### src/rtl/ud_ctrl_debounce.sv
// rtl/ud_ctrl_debounce.sv - button debounce to up/down direction level plus prescaled count-enable tick
module ud_ctrl_debounce #(
    parameter int DEB_CYCLES = 4,
    parameter int TICK_DIV   = 5
) (
    input  logic clk,
    input  logic reset,
    input  logic btn_raw,
    input  logic pause,
    output logic UD,
    output logic tick,
    output logic dir_chg
);

    localparam int DEB_W = (DEB_CYCLES > 1) ? $clog2(DEB_CYCLES) : 1;
    localparam int DIV_W = (TICK_DIV > 1) ? $clog2(TICK_DIV) : 1;
    localparam logic [DEB_W-1:0] DEB_LAST = DEB_W'(DEB_CYCLES - 1);
    localparam logic [DIV_W-1:0] DIV_LAST = DIV_W'(TICK_DIV - 1);

    logic             s1_q, s1_d;
    logic             s2_q, s2_d;
    logic             btn_state_q, btn_state_d;
    logic             btn_dly_q, btn_dly_d;
    logic [DEB_W-1:0] deb_cnt_q, deb_cnt_d;
    logic [DIV_W-1:0] div_cnt_q, div_cnt_d;
    logic             ud_q, ud_d;
    logic             tick_q, tick_d;
    logic             dir_chg_q, dir_chg_d;
    logic             press;

    // Only s2 is allowed to reach the debounce logic; s1 may be metastable.
    always_comb begin
        s1_d = btn_raw;
        s2_d = s1_q;
    end

    // A level is accepted only after DEB_CYCLES consecutive samples disagree with the current one.
    always_comb begin
        btn_state_d = btn_state_q;
        deb_cnt_d   = deb_cnt_q;
        if (s2_q == btn_state_q) begin
            deb_cnt_d = '0;
        end else if (deb_cnt_q == DEB_LAST) begin
            btn_state_d = s2_q;
            deb_cnt_d   = '0;
        end else begin
            deb_cnt_d = deb_cnt_q + 1'b1;
        end
    end

    // Releases are debounced too, but only a press flips the direction.
    always_comb begin
        press     = btn_state_q & ~btn_dly_q;
        btn_dly_d = btn_state_q;
        ud_d      = ud_q ^ press;
        dir_chg_d = press;
    end

    always_comb begin
        div_cnt_d = div_cnt_q;
        tick_d    = 1'b0;
        if (!pause) begin
            if (div_cnt_q == DIV_LAST) begin
                div_cnt_d = '0;
                tick_d    = 1'b1;
            end else begin
                div_cnt_d = div_cnt_q + 1'b1;
            end
        end
    end

    always_ff @(posedge clk) begin
        if (reset) begin
            s1_q        <= 1'b0;
            s2_q        <= 1'b0;
            btn_state_q <= 1'b0;
            btn_dly_q   <= 1'b0;
            deb_cnt_q   <= '0;
            div_cnt_q   <= '0;
            ud_q        <= 1'b1;
            tick_q      <= 1'b0;
            dir_chg_q   <= 1'b0;
        end else begin
            s1_q        <= s1_d;
            s2_q        <= s2_d;
            btn_state_q <= btn_state_d;
            btn_dly_q   <= btn_dly_d;
            deb_cnt_q   <= deb_cnt_d;
            div_cnt_q   <= div_cnt_d;
            ud_q        <= ud_d;
            tick_q      <= tick_d;
            dir_chg_q   <= dir_chg_d;
        end
    end

    assign UD      = ud_q;
    assign tick    = tick_q;
    assign dir_chg = dir_chg_q;

endmodule

### config.mk
export PLATFORM = sky130hd
export DESIGN_NAME = ud_ctrl_debounce
export DESIGN_NICKNAME = d
export VERILOG_FILES = /design/src/rtl/ud_ctrl_debounce.sv
export SDC_FILE = /design/constraint.sdc
export NUM_CORES = 1
export LEC_CHECK = 0
export ABC_AREA = 1
export CAP_MARGIN = 15
export CORE_AREA = 2 2 39 41
export DETAILED_ROUTE_END_ITERATION = 10
export DIE_AREA = 0 0 41 43
export GPL_TIMING_DRIVEN = 0
export PLACE_DENSITY = 0.62
export SLEW_MARGIN = 15
export SYNTH_ARGS = -nofsm -noshare
export SYNTH_HDL_FRONTEND = slang
export SYNTH_SLANG_ARGS = --single-unit
### constraint.sdc
create_clock -name clk -period 3 [get_ports clk]
set_clock_uncertainty 0.05 [all_clocks]
set_input_delay 0.75 -clock clk [delete_from_list [all_inputs] [get_ports clk]]
set_output_delay 0.75 -clock clk [all_outputs]
set_load 0.02 [all_outputs]
=== Word-level counts from Yosys, hierarchy flattened ===
Index checks and enable logic that the tools add are counted.

* Memories: 0
* Memory bits (read-only): 0
* Bits in registers: 12
* Output and inout bits: 3
* Latch bits: 0
* Bits of input ports: 4
* Word-level logic and storage cells: 23
* Bits in writable memories: 0

* Bitwise logic cells: 4
* Reduce and logical (&&, ||, !) cells: 3
* Magnitude comparators: 0
* Add/sub/neg operators: 2
* Muxes and demuxes: 2
* Divide/modulo/power cells: 0
* Shift operators: 0
* Multiply operators: 0
* Equality and inequality tests: 3

{| class="wikitable"
|+ Operator list
! operator !! number
|-
| adder 3 x 1 -> 3 bit (second input constant) || 1
|-
| equality test 3 bit (second input constant) || 1
|-
| two-way mux 3 bit || 1
|-
| OR reduction 3 bit || 1
|-
| adder 2 x 1 -> 2 bit (second input constant) || 1
|-
| equality test 2 bit (second input constant) || 1
|-
| NOT 1 bit || 2
|-
| AND reduction 2 bit || 1
|-
| OR reduction 2 bit || 1
|-
| AND 1 bit || 1
|-
| equality test 1 bit || 1
|-
| two-way mux 1 bit || 1
|-
| bitwise XOR 1 bit || 1
|}

=== Logic depth before layout (Yosys ltp) ===
Gate-level depths: netlist (run 1).

* Word-level depth: 3
* Depth in mapped cells: 5
* Mapped depth without buffers: 5

=== Worst setup path after synthesis (run 1) ===
OpenSTA, ideal clock, no wires.

* Path type: reg2out
* Start point: reg ud_q, in the netlist UD
* End point: out UD
* Buffers on the path: 0
* Arrival: 0.420 ns
* Cell stages (with the launch flop): 1
* Data required time: 2.200 ns
* Slack: 1.780 ns
* Cells stage by stage: dfxtp_1

{| class="wikitable"
|+ RTL lines
! what !! RTL line !! RTL
|-
| from (decl) || 26 || <nowiki>logic ud_q, ud_d;</nowiki>
|-
| from (signal assigned) || 90 || <nowiki>ud_q <= ud_d;</nowiki>
|-
| to (decl) || 10 || <nowiki>output logic UD,</nowiki>
|}

No word-level cell between the ends.

=== Final worst setup path (run 1) ===
* Start point: reg ud_q, in the netlist UD
* End point: out UD

No word-level cell between the ends.

==> results of run 1 <==
==> per-layer routing <==
layer  vias to the layer above  track usage (%)  wire [um]
met1                       148             10.7        293
met2                         9             13.1        270
li1                        192                -          -
met3                         5             7.85         42
met4                         0             16.0         55
met5                         -                0          0
==> final cells by class <==
type                            count  share of cell area [%]
Sequential cell                    12                    41.2
Multi-Input combinational cell     33                    31.1
Timing Repair Buffer                6                    10.3
Inverter                           12                    7.73
Clock buffer                        4                    6.22
Tap cell                           16                    3.43
==> flip-flops by register name (all words and copies together), names as in the netlist <==
signal / count
UD: 1
btn_dly_d: 1
btn_dly_q: 1
deb_cnt_q: 2
dir_chg: 1
div_cnt_q: 3
s1_q: 1
s2_q: 1
tick: 1
==> tightest hold or removal path, cell delays in order, from the launching register on <==
cell	delay (ns)
dfxtp_1	0.30
inv_1	0.04
nor2_1	0.03
==> power groups by stage <==
| stage | clock network [mW] | logic, mW | registers, mW |
|---|---|---|---|
| 3_5_place_dp | 0 | 0.0201 | 0.170 |
| 3_3_place_gp | 0 | 0.0194 | 0.170 |
| 4_1_cts | 0.135 | 0.0203 | 0.166 |
| 6_report | 0.130 | 0.0197 | 0.166 |
| 2_1_floorplan | 0 | 0.0120 | 0.169 |
| 5_1_grt | 0.140 | 0.0235 | 0.167 |
==> placed cells by master, fill, tap and decap left out <==
master,count
o21ai_0,1
ha_1,3
nor2_1,10
nand2_1,8
a21oi_1,2
nand2_2,1
nand3_2,2
nor2_2,2
nand3_1,2
clkbuf_4,3
inv_2,2
clkbuf_8,1
o21ai_1,1
clkdlybuf4s50_1,6
dfxtp_1,12
nand3b_1,1
inv_1,10
==> synth_stat cells <==
cell / instances
a21oi_1: 2
dfxtp_1: 12
ha_1: 3
inv_1: 10
inv_2: 2
nand2_1: 8
nand2_2: 1
nand3_1: 2
nand3_2: 2
nand3b_1: 1
nor2_1: 10
nor2_2: 2
o21ai_0: 1
o21ai_1: 1
==> worst min path at each step <==
stage                 startpoint  depth (start not counted)      endpoint
finish                      s1_q                          2          s2_q
global route        deb_cnt_q[0]                          1  deb_cnt_q[0]
floorplan                   s1_q                          2          s2_q
CTS                         s1_q                          2          s2_q
global placement            s1_q                          2          s2_q
detailed placement          s1_q                          2          s2_q
==> stage by stage <==
step	std cells	util (%)
6_report	83	42.1
5_1_grt	83	42.1
4_1_cts	83	42.1
3_5_place_dp	79	39.5
3_3_place_gp	79	39.5
2_1_floorplan	57	-
==> kinds of logic (layout without fill, tap and decap cells) <==
family          count (synthesis)  after routing  share of synthesized area [%]
fa+ha+maj                       3              3                           8.04
simple gates                   26             26                           26.5
compound gates                  4              4                           4.29
flops                          12             12                           51.5
buf+inv                        12             22                           9.65
==> flow_metrics.env, run 1 <==
export IMPL_status="complete, no violations"
export IMPL_vias_per_cell=4.27
export IMPL_yosysWarningCount=0
export IMPL_dieArea_sq_mm=0.00176
export IMPL_synth_cell_types=14
export IMPL_cts_root_buf="clkbuf_4"
export IMPL_final_antenna_net_count=0
export IMPL_die_h_um=43
export IMPL_clk_latency_ns=0.28
export IMPL_fp_dieW_um=41
export IMPL_final_setup_viol_count=0
export IMPL_post_cts_resized=0
export IMPL_post_cts_repair_setup_buffers=0
export IMPL_r2r_slack_ns=1.92
export IMPL_syn_nets=64
export IMPL_period_minus_slack_ns=2.03
export IMPL_cts_htree_levels=1
export IMPL_required_ns=2.20
export IMPL_maxCapViolations=0
export IMPL_critPathCaptureType="output pin"
export IMPL_cellPowerDensity_mw_per_mm2=541
export IMPL_critPathLaunchType="flip-flop"
export IMPL_wl_per_cell_um=7.96
export IMPL_gp_congestion=0.673
export IMPL_core_area_sq_mm=0.00138
export IMPL_overflow=0
export IMPL_hp_class="reg -> reg"
export IMPL_p_int_mw=0.246
export IMPL_multi_input_area_sq_um=181
export IMPL_fill_cells=144
export IMPL_cp_endpoint="UD"
export IMPL_syn_inst=57
export IMPL_setup_slack_ns=0.968
export IMPL_worstReg2RegStart="div_cnt_q[0]"
export IMPL_hold_ws_ns=0.356
export IMPL_path_class="reg -> out"
export IMPL_place_area_sq_um=547
export IMPL_drive_gt1_share_pct=16.4
export IMPL_pre_cts_slack_ns=1.18
export IMPL_p_leak_nw=0.266
export IMPL_grt_pass1_vias=294
export IMPL_fmax_mhz=492
export IMPL_start_util_pct=33.7
export IMPL_fin_nets=75
export IMPL_yosysSeqAreaShare_pct=51.5
export IMPL_vias=354
export IMPL_cp_startpoint="UD"
export IMPL_wl_um=661
export IMPL_path_max_fanout=3
export IMPL_crit_chain="clkdlybuf4s50_1"
export IMPL_path_clk_slew_ns=0.07
export IMPL_ys_ff_latch=12
export IMPL_cts_tree="yes"
export IMPL_hold_viol=0
export IMPL_path_delay_family="buffers and inverters"
export IMPL_max_stage_delay_ns=0.60
export IMPL_timing_rr_end="div_cnt_q[1]"
export IMPL_cts_sinks=12
export IMPL_synth_top_area_share_pct=51.5
export IMPL_rsz0062_at_grt="no"
export IMPL_tightest_slew_ns=0.291
export IMPL_port_buffers=6
export IMPL_clock_power_share_pct=41.1
export IMPL_crit_cells=1
export IMPL_p_sw_share_pct=21.8
export IMPL_path_buf_inv=1
export IMPL_netlist_top_cell_by_area="dfxtp_1"
export IMPL_clock_path_buffers=2
export IMPL_antenna_cells=0
export IMPL_stdcell_area_sq_um=583
export IMPL_tns_ns=0
export IMPL_area_growth_pct=24.9
export IMPL_synth_area_leaders="dfxtp_1 (51%), ha_1 (8.0%), inv_1 (8.0%)"
export IMPL_syn_area_sq_um=467
export IMPL_pwr_share_comb_pct=6.3
export IMPL_cts_hold_buffers=0
export IMPL_ios=7
export IMPL_cts_buffers=3
export IMPL_drtIter0Drc=0
export IMPL_worstPathArrival_ns=1.23
export IMPL_avgSynthCellArea_sq_um=8.19
export IMPL_num_rows=14
export IMPL_register_area_sq_um=240
export IMPL_drt_first_pass_iters=1
export IMPL_fin_crit_sh_pct=67.7
export IMPL_grt_usage_pct=11.5
export IMPL_timing_max_transition_violations_final=0
export IMPL_p_seq_share_pct=52.6
export IMPL_dpl_hpwl_um=495
export IMPL_p_switching_mw=0.0688
export IMPL_drc_errors=0
export IMPL_grt_max_degree=8
export IMPL_grt_first_pass_wirelength_mm=1.15
export IMPL_antenna_found_initial=0
export IMPL_ff2ff_path_depth=4
export IMPL_vdd_drop_max_uv=215
export IMPL_cp_slowest_cell="clkdlybuf4s50_1"
export IMPL_slew_headroom_pct=80.5
export IMPL_p_total_mw=0.315
No activity file was read; power rests on OpenSTA's default activity.
==> inputs of run 2 (changes only) <==
==> constraint.sdc (replaced) <==
create_clock -name clk -period 1.97 [get_ports clk]
set_clock_uncertainty 0.05 [all_clocks]
set_input_delay 0.4925 -clock clk [delete_from_list [all_inputs] [get_ports clk]]
set_output_delay 0.4925 -clock clk [all_outputs]
set_load 0.02 [all_outputs]
==> results of run 2 <==
Same layout as run 1 (identical final DEF). Status: complete, no violations.
Main changes from that run: setup slack after placement 1.18 ns -> 0.404 ns; setup slack after layout 0.968 ns -> 0.196 ns; register-to-register setup slack 1.92 ns -> 0.89 ns; total power 0.315 mW -> 0.480 mW; worst IR drop on VDD 215 uV -> 327 uV
